===== config.mk =====
export PLATFORM = sky130hd
export DESIGN_NAME = alu_sequencer_flat
export DESIGN_NICKNAME = d
export VERILOG_FILES = /design/src/rtl/alu_sequencer_if.sv /design/src/rtl/alu_sequencer.sv /design/src/flat_wrapper.sv
export SDC_FILE = /design/constraint.sdc
export NUM_CORES = 1
export LEC_CHECK = 0
export BUFFER_PORTS_ARGS = -buffer_cell sky130_fd_sc_hd__buf_2
export CORE_ASPECT_RATIO = 0.75
export CORE_MARGIN = 2
export CORE_UTILIZATION = 46
export CTS_BUF_LIST = sky130_fd_sc_hd__clkbuf_16
export CTS_CLUSTER_DIAMETER = 200
export DETAILED_ROUTE_END_ITERATION = 8
export GPL_TIMING_DRIVEN = 0
export MAX_ROUTING_LAYER = met4
export PLACE_DENSITY_LB_ADDON = 0.05
export SLEW_MARGIN = 5
export SYNTH_ARGS = -nofsm -noshare
export SYNTH_HDL_FRONTEND = slang
export SYNTH_SLANG_ARGS = --single-unit
export TNS_END_PERCENT = 10

===== constraint.sdc =====
create_clock -name clk -period 2 [get_ports clk]
set_clock_uncertainty 0.1 [all_clocks]
set_input_delay 0.3 -clock clk [delete_from_list [all_inputs] [get_ports clk]]
set_output_delay 0.3 -clock clk [all_outputs]
set_load 0.05 [all_outputs]

===== src/rtl/alu_sequencer_if.sv =====
`default_nettype none
// ============================================================================
//  Module      : alu_sequencer_if
//  Description : Bundle of the decoder command, register-file, Alu and FLAGS
//                signals around the Alu sequencer.
//                master = sequencer side, slave = environment side.
//  Ports       : start/op/src_sel/dst_addr/src_addr/imm/flags_in (command)
//                rf_raddr/rf_rdata/rf_waddr/rf_wdata/rf_we   (register file)
//                alu_mode/alu_a/alu_b/alu_flags/alu_out/alu_outflags (Alu)
//                flags_out/flags_we (FLAGS), busy/done (status)
//  Revision    : 1.0  initial release
// ============================================================================
interface alu_sequencer_if #(
    parameter int ADDR_W = 8,
    parameter int DATA_W = 8
);
    logic              start;
    logic [4:0]        op;
    logic [1:0]        src_sel;
    logic [ADDR_W-1:0] dst_addr;
    logic [ADDR_W-1:0] src_addr;
    logic [DATA_W-1:0] imm;
    logic [DATA_W-1:0] flags_in;
    logic [ADDR_W-1:0] rf_raddr;
    logic [DATA_W-1:0] rf_rdata;
    logic [ADDR_W-1:0] rf_waddr;
    logic [DATA_W-1:0] rf_wdata;
    logic              rf_we;
    logic [4:0]        alu_mode;
    logic [DATA_W-1:0] alu_a;
    logic [DATA_W-1:0] alu_b;
    logic [DATA_W-1:0] alu_flags;
    logic [DATA_W-1:0] alu_out;
    logic [DATA_W-1:0] alu_outflags;
    logic [DATA_W-1:0] flags_out;
    logic              flags_we;
    logic              busy;
    logic              done;

    modport master (
        input  start, op, src_sel, dst_addr, src_addr, imm, flags_in,
        input  rf_rdata, alu_out, alu_outflags,
        output rf_raddr, rf_waddr, rf_wdata, rf_we,
        output alu_mode, alu_a, alu_b, alu_flags,
        output flags_out, flags_we, busy, done
    );

    modport slave (
        output start, op, src_sel, dst_addr, src_addr, imm, flags_in,
        output rf_rdata, alu_out, alu_outflags,
        input  rf_raddr, rf_waddr, rf_wdata, rf_we,
        input  alu_mode, alu_a, alu_b, alu_flags,
        input  flags_out, flags_we, busy, done
    );
endinterface
`default_nettype wire


===== src/rtl/alu_sequencer.sv =====
`default_nettype none
// ============================================================================
//  Module      : alu_sequencer
//  Description : Multi-cycle initiator for the combinational 8-bit Alu.
//                Reads operands from the register file, runs single-pass byte
//                ops, two-pass DA (low nibble then high nibble) and word
//                INCW/DECW (low byte then high byte), and writes the result
//                and FLAGS back.
//  Ports       : clk   - system clock
//                reset - synchronous active-high reset
//                bus   - alu_sequencer_if.master (command, register file,
//                        Alu, FLAGS and status signals)
//  Revision    : 1.0  initial release
// ============================================================================
module alu_sequencer #(
    parameter int ADDR_W = 8,
    parameter int DATA_W = 8
) (
    input  wire logic           clk,
    input  wire logic           reset,
    alu_sequencer_if.master     bus
);
    // Alu mode codes shared with the Alu block
    localparam logic [4:0] C_OP_TCM  = 5'h06;
    localparam logic [4:0] C_OP_TM   = 5'h07;
    localparam logic [4:0] C_OP_CP   = 5'h08;
    localparam logic [4:0] C_OP_INC  = 5'h0A;
    localparam logic [4:0] C_OP_DEC  = 5'h0B;
    localparam logic [4:0] C_OP_DA   = 5'h0C;
    localparam logic [4:0] C_OP_DA_H = 5'h0D;
    localparam logic [4:0] C_OP_INCW = 5'h0E;
    localparam logic [4:0] C_OP_DECW = 5'h0F;

    typedef enum logic [3:0] {
        S_IDLE, S_RD_DST, S_RD_SRC, S_EXEC, S_RD_LO, S_RD_HI,
        S_EXEC_LO, S_EXEC_HI, S_EXEC_DA2, S_DONE
    } state_t;

    state_t            state_q, state_d;
    logic [4:0]        op_q, op_d;
    logic [1:0]        src_sel_q, src_sel_d;
    logic [ADDR_W-1:0] dst_q, dst_d;
    logic [ADDR_W-1:0] src_q, src_d;
    logic [ADDR_W-1:0] raddr_q, raddr_d;
    logic [DATA_W-1:0] imm_q, imm_d;
    logic [DATA_W-1:0] flags_q, flags_d;
    logic [DATA_W-1:0] a_q, a_d;          // first operand / captured low byte
    logic [DATA_W-1:0] hi_q, hi_d;        // captured high byte (word ops)
    logic [DATA_W-1:0] res_q, res_d;      // DA first-pass result / new low byte
    logic [DATA_W-1:0] rflags_q, rflags_d; // DA first-pass flags

    logic              w_is_word_in;
    logic              w_is_da;
    logic              w_no_wb;
    logic              w_use_src;
    logic              w_use_imm;
    logic [ADDR_W-1:0] w_lo_addr;
    logic [ADDR_W-1:0] w_hi_addr;

    assign w_is_word_in = (bus.op == C_OP_INCW) || (bus.op == C_OP_DECW);
    assign w_is_da      = (op_q == C_OP_DA);
    assign w_no_wb      = (op_q == C_OP_CP) || (op_q == C_OP_TM) || (op_q == C_OP_TCM);
    // DA always runs as a unary op regardless of src_sel
    assign w_use_src    = (src_sel_q == 2'd1) && !w_is_da;
    assign w_use_imm    = (src_sel_q == 2'd2) && !w_is_da;
    // Word pairs: even address holds the high byte
    assign w_lo_addr    = {dst_q[ADDR_W-1:1], 1'b1};
    assign w_hi_addr    = {dst_q[ADDR_W-1:1], 1'b0};

    // Read address is registered so it holds its value outside read states
    assign bus.rf_raddr = raddr_q;

    always_ff @(posedge clk) begin
        if (reset) begin
            state_q   <= S_IDLE;
            op_q      <= '0;
            src_sel_q <= '0;
            dst_q     <= '0;
            src_q     <= '0;
            raddr_q   <= '0;
            imm_q     <= '0;
            flags_q   <= '0;
            a_q       <= '0;
            hi_q      <= '0;
            res_q     <= '0;
            rflags_q  <= '0;
        end else begin
            state_q   <= state_d;
            op_q      <= op_d;
            src_sel_q <= src_sel_d;
            dst_q     <= dst_d;
            src_q     <= src_d;
            raddr_q   <= raddr_d;
            imm_q     <= imm_d;
            flags_q   <= flags_d;
            a_q       <= a_d;
            hi_q      <= hi_d;
            res_q     <= res_d;
            rflags_q  <= rflags_d;
        end
    end

    always_comb begin
        state_d       = state_q;
        op_d          = op_q;
        src_sel_d     = src_sel_q;
        dst_d         = dst_q;
        src_d         = src_q;
        raddr_d       = raddr_q;
        imm_d         = imm_q;
        flags_d       = flags_q;
        a_d           = a_q;
        hi_d          = hi_q;
        res_d         = res_q;
        rflags_d      = rflags_q;
        bus.rf_waddr  = '0;
        bus.rf_wdata  = '0;
        bus.rf_we     = 1'b0;
        bus.alu_mode  = '0;
        bus.alu_a     = '0;
        bus.alu_b     = '0;
        bus.alu_flags = '0;
        bus.flags_out = '0;
        bus.flags_we  = 1'b0;
        bus.busy      = 1'b0;
        bus.done      = 1'b0;

        case (state_q)
            S_IDLE: begin
                if (bus.start) begin
                    op_d      = bus.op;
                    src_sel_d = bus.src_sel;
                    dst_d     = bus.dst_addr;
                    src_d     = bus.src_addr;
                    imm_d     = bus.imm;
                    flags_d   = bus.flags_in;
                    if (w_is_word_in) begin
                        raddr_d = {bus.dst_addr[ADDR_W-1:1], 1'b1};
                        state_d = S_RD_LO;
                    end else begin
                        raddr_d = bus.dst_addr;
                        state_d = S_RD_DST;
                    end
                end
            end
            S_RD_DST: begin
                bus.busy = 1'b1;
                if (w_use_src) begin
                    raddr_d = src_q;
                    state_d = S_RD_SRC;
                end else begin
                    state_d = S_EXEC;
                end
            end
            S_RD_SRC: begin
                bus.busy = 1'b1;
                a_d      = bus.rf_rdata;
                state_d  = S_EXEC;
            end
            S_EXEC: begin
                bus.busy      = 1'b1;
                bus.alu_mode  = op_q;
                bus.alu_flags = flags_q;
                // With a register source, A was captured last cycle and the
                // source byte is arriving now; otherwise A is arriving now.
                if (w_use_src) begin
                    bus.alu_a = a_q;
                    bus.alu_b = bus.rf_rdata;
                end else begin
                    bus.alu_a = bus.rf_rdata;
                    bus.alu_b = w_use_imm ? imm_q : '0;
                end
                if (w_is_da) begin
                    res_d    = bus.alu_out;
                    rflags_d = bus.alu_outflags;
                    state_d  = S_EXEC_DA2;
                end else begin
                    bus.flags_out = bus.alu_outflags;
                    bus.flags_we  = 1'b1;
                    if (!w_no_wb) begin
                        bus.rf_we    = 1'b1;
                        bus.rf_waddr = dst_q;
                        bus.rf_wdata = bus.alu_out;
                    end
                    state_d = S_DONE;
                end
            end
            S_EXEC_DA2: begin
                bus.busy      = 1'b1;
                bus.alu_mode  = C_OP_DA_H;
                bus.alu_a     = res_q;
                bus.alu_flags = rflags_q;
                bus.rf_we     = 1'b1;
                bus.rf_waddr  = dst_q;
                bus.rf_wdata  = bus.alu_out;
                bus.flags_out = bus.alu_outflags;
                bus.flags_we  = 1'b1;
                state_d       = S_DONE;
            end
            S_RD_LO: begin
                bus.busy = 1'b1;
                raddr_d  = w_hi_addr;
                state_d  = S_RD_HI;
            end
            S_RD_HI: begin
                bus.busy = 1'b1;
                a_d      = bus.rf_rdata;
                state_d  = S_EXEC_LO;
            end
            S_EXEC_LO: begin
                bus.busy      = 1'b1;
                bus.alu_mode  = (op_q == C_OP_INCW) ? C_OP_INC : C_OP_DEC;
                bus.alu_a     = a_q;
                bus.alu_flags = flags_q;
                bus.rf_we     = 1'b1;
                bus.rf_waddr  = w_lo_addr;
                bus.rf_wdata  = bus.alu_out;
                res_d         = bus.alu_out;
                hi_d          = bus.rf_rdata;
                state_d       = S_EXEC_HI;
            end
            S_EXEC_HI: begin
                // The word-mode Alu pass derives carry/borrow and 16-bit Z
                // from the new low byte supplied on b.
                bus.busy      = 1'b1;
                bus.alu_mode  = op_q;
                bus.alu_a     = hi_q;
                bus.alu_b     = res_q;
                bus.alu_flags = flags_q;
                bus.rf_we     = 1'b1;
                bus.rf_waddr  = w_hi_addr;
                bus.rf_wdata  = bus.alu_out;
                bus.flags_out = bus.alu_outflags;
                bus.flags_we  = 1'b1;
                state_d       = S_DONE;
            end
            S_DONE: begin
                bus.done = 1'b1;
                state_d  = S_IDLE;
            end
            default: begin
                state_d = S_IDLE;
            end
        endcase
    end
endmodule
`default_nettype wire

===== src/flat_wrapper.sv =====
// flat-port wrapper written by rule: the top's interface ports become plain ports
module alu_sequencer_flat 
#(
    parameter int ADDR_W = 8,
    parameter int DATA_W = 8
)
  (clk, reset, bus_start, bus_op, bus_src_sel, bus_dst_addr, bus_src_addr, bus_imm, bus_flags_in, bus_rf_rdata, bus_alu_out, bus_alu_outflags, bus_rf_raddr, bus_rf_waddr, bus_rf_wdata, bus_rf_we, bus_alu_mode, bus_alu_a, bus_alu_b, bus_alu_flags, bus_flags_out, bus_flags_we, bus_busy, bus_done);
  alu_sequencer_if #(.ADDR_W(ADDR_W), .DATA_W(DATA_W)) bus_i ();
  input  wire logic clk;
  input  wire logic reset;
  input wire logic [$bits(bus_i.start)-1:0] bus_start;
  input wire logic [$bits(bus_i.op)-1:0] bus_op;
  input wire logic [$bits(bus_i.src_sel)-1:0] bus_src_sel;
  input wire logic [$bits(bus_i.dst_addr)-1:0] bus_dst_addr;
  input wire logic [$bits(bus_i.src_addr)-1:0] bus_src_addr;
  input wire logic [$bits(bus_i.imm)-1:0] bus_imm;
  input wire logic [$bits(bus_i.flags_in)-1:0] bus_flags_in;
  input wire logic [$bits(bus_i.rf_rdata)-1:0] bus_rf_rdata;
  input wire logic [$bits(bus_i.alu_out)-1:0] bus_alu_out;
  input wire logic [$bits(bus_i.alu_outflags)-1:0] bus_alu_outflags;
  output wire logic [$bits(bus_i.rf_raddr)-1:0] bus_rf_raddr;
  output wire logic [$bits(bus_i.rf_waddr)-1:0] bus_rf_waddr;
  output wire logic [$bits(bus_i.rf_wdata)-1:0] bus_rf_wdata;
  output wire logic [$bits(bus_i.rf_we)-1:0] bus_rf_we;
  output wire logic [$bits(bus_i.alu_mode)-1:0] bus_alu_mode;
  output wire logic [$bits(bus_i.alu_a)-1:0] bus_alu_a;
  output wire logic [$bits(bus_i.alu_b)-1:0] bus_alu_b;
  output wire logic [$bits(bus_i.alu_flags)-1:0] bus_alu_flags;
  output wire logic [$bits(bus_i.flags_out)-1:0] bus_flags_out;
  output wire logic [$bits(bus_i.flags_we)-1:0] bus_flags_we;
  output wire logic [$bits(bus_i.busy)-1:0] bus_busy;
  output wire logic [$bits(bus_i.done)-1:0] bus_done;
  assign bus_i.start = bus_start;
  assign bus_i.op = bus_op;
  assign bus_i.src_sel = bus_src_sel;
  assign bus_i.dst_addr = bus_dst_addr;
  assign bus_i.src_addr = bus_src_addr;
  assign bus_i.imm = bus_imm;
  assign bus_i.flags_in = bus_flags_in;
  assign bus_i.rf_rdata = bus_rf_rdata;
  assign bus_i.alu_out = bus_alu_out;
  assign bus_i.alu_outflags = bus_alu_outflags;
  assign bus_rf_raddr = bus_i.rf_raddr;
  assign bus_rf_waddr = bus_i.rf_waddr;
  assign bus_rf_wdata = bus_i.rf_wdata;
  assign bus_rf_we = bus_i.rf_we;
  assign bus_alu_mode = bus_i.alu_mode;
  assign bus_alu_a = bus_i.alu_a;
  assign bus_alu_b = bus_i.alu_b;
  assign bus_alu_flags = bus_i.alu_flags;
  assign bus_flags_out = bus_i.flags_out;
  assign bus_flags_we = bus_i.flags_we;
  assign bus_busy = bus_i.busy;
  assign bus_done = bus_i.done;
  alu_sequencer #(.ADDR_W(ADDR_W), .DATA_W(DATA_W)) u_core (.clk(clk), .reset(reset), .bus(bus_i));
endmodule

==> impl_metrics.json <==
{
  "outcome": "complete, but fails checks",
  "violations": "negative setup slack",
  "num_vias": 4420,
  "fmax_mhz": 418,
  "path_cells": "or3b_4 -> a21o_4 -> a21oi_4 -> o21ai_4 -> buf_8 -> and2_4 -> buf_8",
  "drt-total-wl_um": 14100,
  "r2r_slack_ns": -0.19,
  "syn_to_final_growth_pct": 52.8,
  "die_x_um": 111,
  "die_height_um": 84.4,
  "multi_input_area_mm2": 0.00243,
  "gr-total-overflow": 0,
  "crit_path_start_kind": "register",
  "tightest_slew_ns": 0.711,
  "clkLatencyLatePin_ns": 0.34,
  "clock_sinks": 83,
  "synth_common_cells": "nand2_1 (135), dfxtp_1 (83), a21oi_1 (60)",
  "clkTransAtPathRegs_ns": 0.07,
  "critical_path_buf_inv_count": 2,
  "layout_setup_ws_ns": -0.390,
  "grt_max_degree": 15,
  "rr_endpoint": "u_core.imm_q[1]",
  "hold_viol": 0,
  "yosys.cell_types.count": 48,
  "ctsHoldBuffers": 0,
  "synthTopCellsByArea": "dfxtp_1 (42%), nand2_1 (13%), a21oi_1 (7.6%)",
  "crit_family": "simple AND/OR/NAND/NOR gates",
  "drv_cap": 0,
  "synthArstFlopShare_pct": 0,
  "antenna_found_initial": 0,
  "io_buffers": 129,
  "crit_top_cell": "buf_8",
  "syn_area_per_cell_um2": 7.75,
  "synth-edff-count": 0,
  "synth-main-ff-cell": "dfxtp_1",
  "grt_busiest_layer": "met2",
  "fp.dieArea_mm2": 0.00938,
  "syn_area_mm2": 0.00396,
  "wl_per_cell_um": 18.0,
  "synth_top_area_share_pct": 41.9,
  "required_ns": 1.60,
  "p_leak_nw": 2.63,
  "tns_ns": -14.45,
  "met2_usage_pct": 44.4,
  "cts.path.max_buffers": 2,
  "place_congestion": 0.936,
  "antenna_left": 0,
  "rsz0062_at_grt": "yes",
  "syn_inst": 511,
  "critPathLaunch": "u_core.op_q[0]",
  "drive_gt1_share_pct": 37.7,
  "grt_use_met3_pct": 8.30,
  "power.density_mw_per_mm2": 1240,
  "fill_cells": 697,
  "final-seq-area_mm2": 0.00168,
  "cp-end-kind": "output port",
  "initial_utilization_pct": 47.1,
  "ios": 131,
  "yosysSeqAreaShare_pct": 41.9,
  "place_area_mm2": 0.00478,
  "cts_tree": "done",
  "dp_slack_ns": -0.779,
  "synth.most_common_cell": "nand2_1",
  "cts-htree-levels": 3,
  "crit_end": "bus_rf_waddr[3]",
  "vdd_drop_max_mv": 0.895,
  "nets": 737,
  "critical_path_class": "reg -> out",
  "num_rows": 29,
  "fin_crit_sh_pct": 119,
  "max_stage_delay_ns": 0.39,
  "grt_pass1_vias": 4205,
  "min_period_ns": 2.39,
  "cp_max_fo": 5,
  "track_usage_pct": 30.4,
  "grt_pass1_wl_um": 21900,
  "dp.cells": 748,
  "worstSetupPathDepth": 7,
  "reg2reg_depth": 8,
  "setup_viol": 70,
  "coreArea_mm2": 0.00842,
  "ctsRootBufferMaster": "clkbuf_16",
  "vias_per_cell": 5.64,
  "drt_iter0_markers": 277,
  "antennaDiodeCount": 0,
  "final_cell_area_mm2": 0.00605,
  "r2r-start": "u_core.state_q[2]",
  "first_pass_iters": 5,
  "min_path_type": "in -> reg",
  "slew_violations": 0,
  "stdcell_count": 784,
  "relSlewSlack_pct": 52.4,
  "cpMaxStageDelayCell": "or3b_4",
  "grtUsageMet1_pct": 42.0,
  "synth_nets": 577,
  "yosysTopAreaCell": "dfxtp_1",
  "ys_warn_count": 0,
  "cts_buffers": 9,
  "drc": 0,
  "hpwl_um": 9620,
  "synth-seq-cells": 83,
  "cp.arrival_ns": 1.99
}
worst min-delay path, cell delays in order:
cell,delay (ns)
buf_2,0.10
nand2_1,0.04
a21oi_1,0.05
worst min path at each step:
| stage | cells after the start | slack [ns] | from | to |
|---|---|---|---|---|
| after floorplan | 2 | 0.33 | bus_op[3] | u_core.op_q[3] |
| after global placement | 2 | 0.34 | u_core.hi_q[5] | u_core.hi_q[5] |
| after detailed placement | 2 | 0.34 | u_core.bus.rf_raddr[3] | u_core.bus.rf_raddr[3] |
| after CTS | 3 | 0.09 | bus_src_addr[4] | u_core.src_q[4] |
| after global routing | 3 | 0.09 | bus_src_addr[4] | u_core.src_q[4] |
| final | 3 | 0.09 | bus_src_addr[4] | u_core.src_q[4] |
power breakdown:
group | total (mW) | switching, mW | internal [mW]
Sequential | 2.23 | 0.255 | 1.98
Combinational | 3.66 | 2.28 | 1.38
Clock | 1.63 | 0.672 | 0.962
Total | 7.53 | 3.21 | 4.32
final cells by class:
cell class,count,share of cell area (%)
well taps,108,2.23
flip-flops and latches,83,27.8
clock buffers,9,3.72
repair buffers,150,20.3
plain buffers,35,4.49
clock inverters,7,1.12
multi-input cells,388,40.2
inverters,4,0.248
layer usage:
layer  up-vias  share of wire [%]
met3        16                9.6
met5         -                  0
met4         0                1.5
met2       206                 44
met1      2105                 45
li1       2093                  -
layout by cell type (no fill, tap or decap), types with 4 or more instances in the layout:
| cell type | instances |
|---|---|
| a22o_1 | 8 |
| dfxtp_2 | 4 |
| nor2_4 | 6 |
| buf_4 | 14 |
| nand2_2 | 5 |
| a211o_1 | 5 |
| mux2i_1 | 24 |
| o22ai_1 | 13 |
| dfxtp_1 | 75 |
| nand2_1 | 129 |
| a222oi_1 | 8 |
| and2_4 | 15 |
| clkbuf_16 | 10 |
| buf_6 | 53 |
| a22oi_1 | 8 |
| buf_8 | 14 |
| buf_2 | 79 |
| nor2_1 | 30 |
| o21ai_2 | 4 |
| o21ai_1 | 7 |
| dfxtp_4 | 4 |
| clkbuf_1 | 16 |
| nor2b_1 | 7 |
| nor2b_4 | 5 |
| a21oi_1 | 58 |
logic make-up (layout without fill, tap and decap cells):
logic type / count (synthesis) / in the layout / synth area share (%)
AND/OR/NAND/NOR: 228 / 229 / 25.6
XOR/XNOR: 2 / 2 / 0.442
buffers and inverters: 41 / 205 / 4.33
multiplexers: 24 / 24 / 6.06
flip-flops: 83 / 83 / 41.9
AO/OA/AOI/OAI: 133 / 133 / 21.6
stage by stage:
stage                     util, %  power, mW  hold WS (ns)
after floorplan                 -       4.33         0.328
after global placement       56.8       5.05         0.342
after detailed placement     56.8       5.09         0.343
after CTS                    70.5       7.35        0.0876
after global routing         71.9       7.91        0.0894
final                        71.9       7.53        0.0904
what timing repair did:
| item | in CTS | in global routing |
|---|---|---|
| setup buffers | 20 | 0 |
| gates cloned | 3 | 0 |
| resized for setup | 206 | 44 |
| setup endpoints to repair | 120 | 109 |
| pin swaps | 34 | 13 |
flip-flops by register name (all words and copies together), names as in the netlist:
signal,flops
u_core.flags_q,8
u_core.hi_q,8
u_core.bus.rf_raddr,8
u_core.src_sel_q,2
u_core.rflags_q,8
u_core.src_q,8
u_core.dst_q,8
u_core.res_q,8
u_core.imm_q,8
u_core.a_q,8
u_core.op_q,5
u_core.state_q,4
Power figures use the tool's default switching activity.
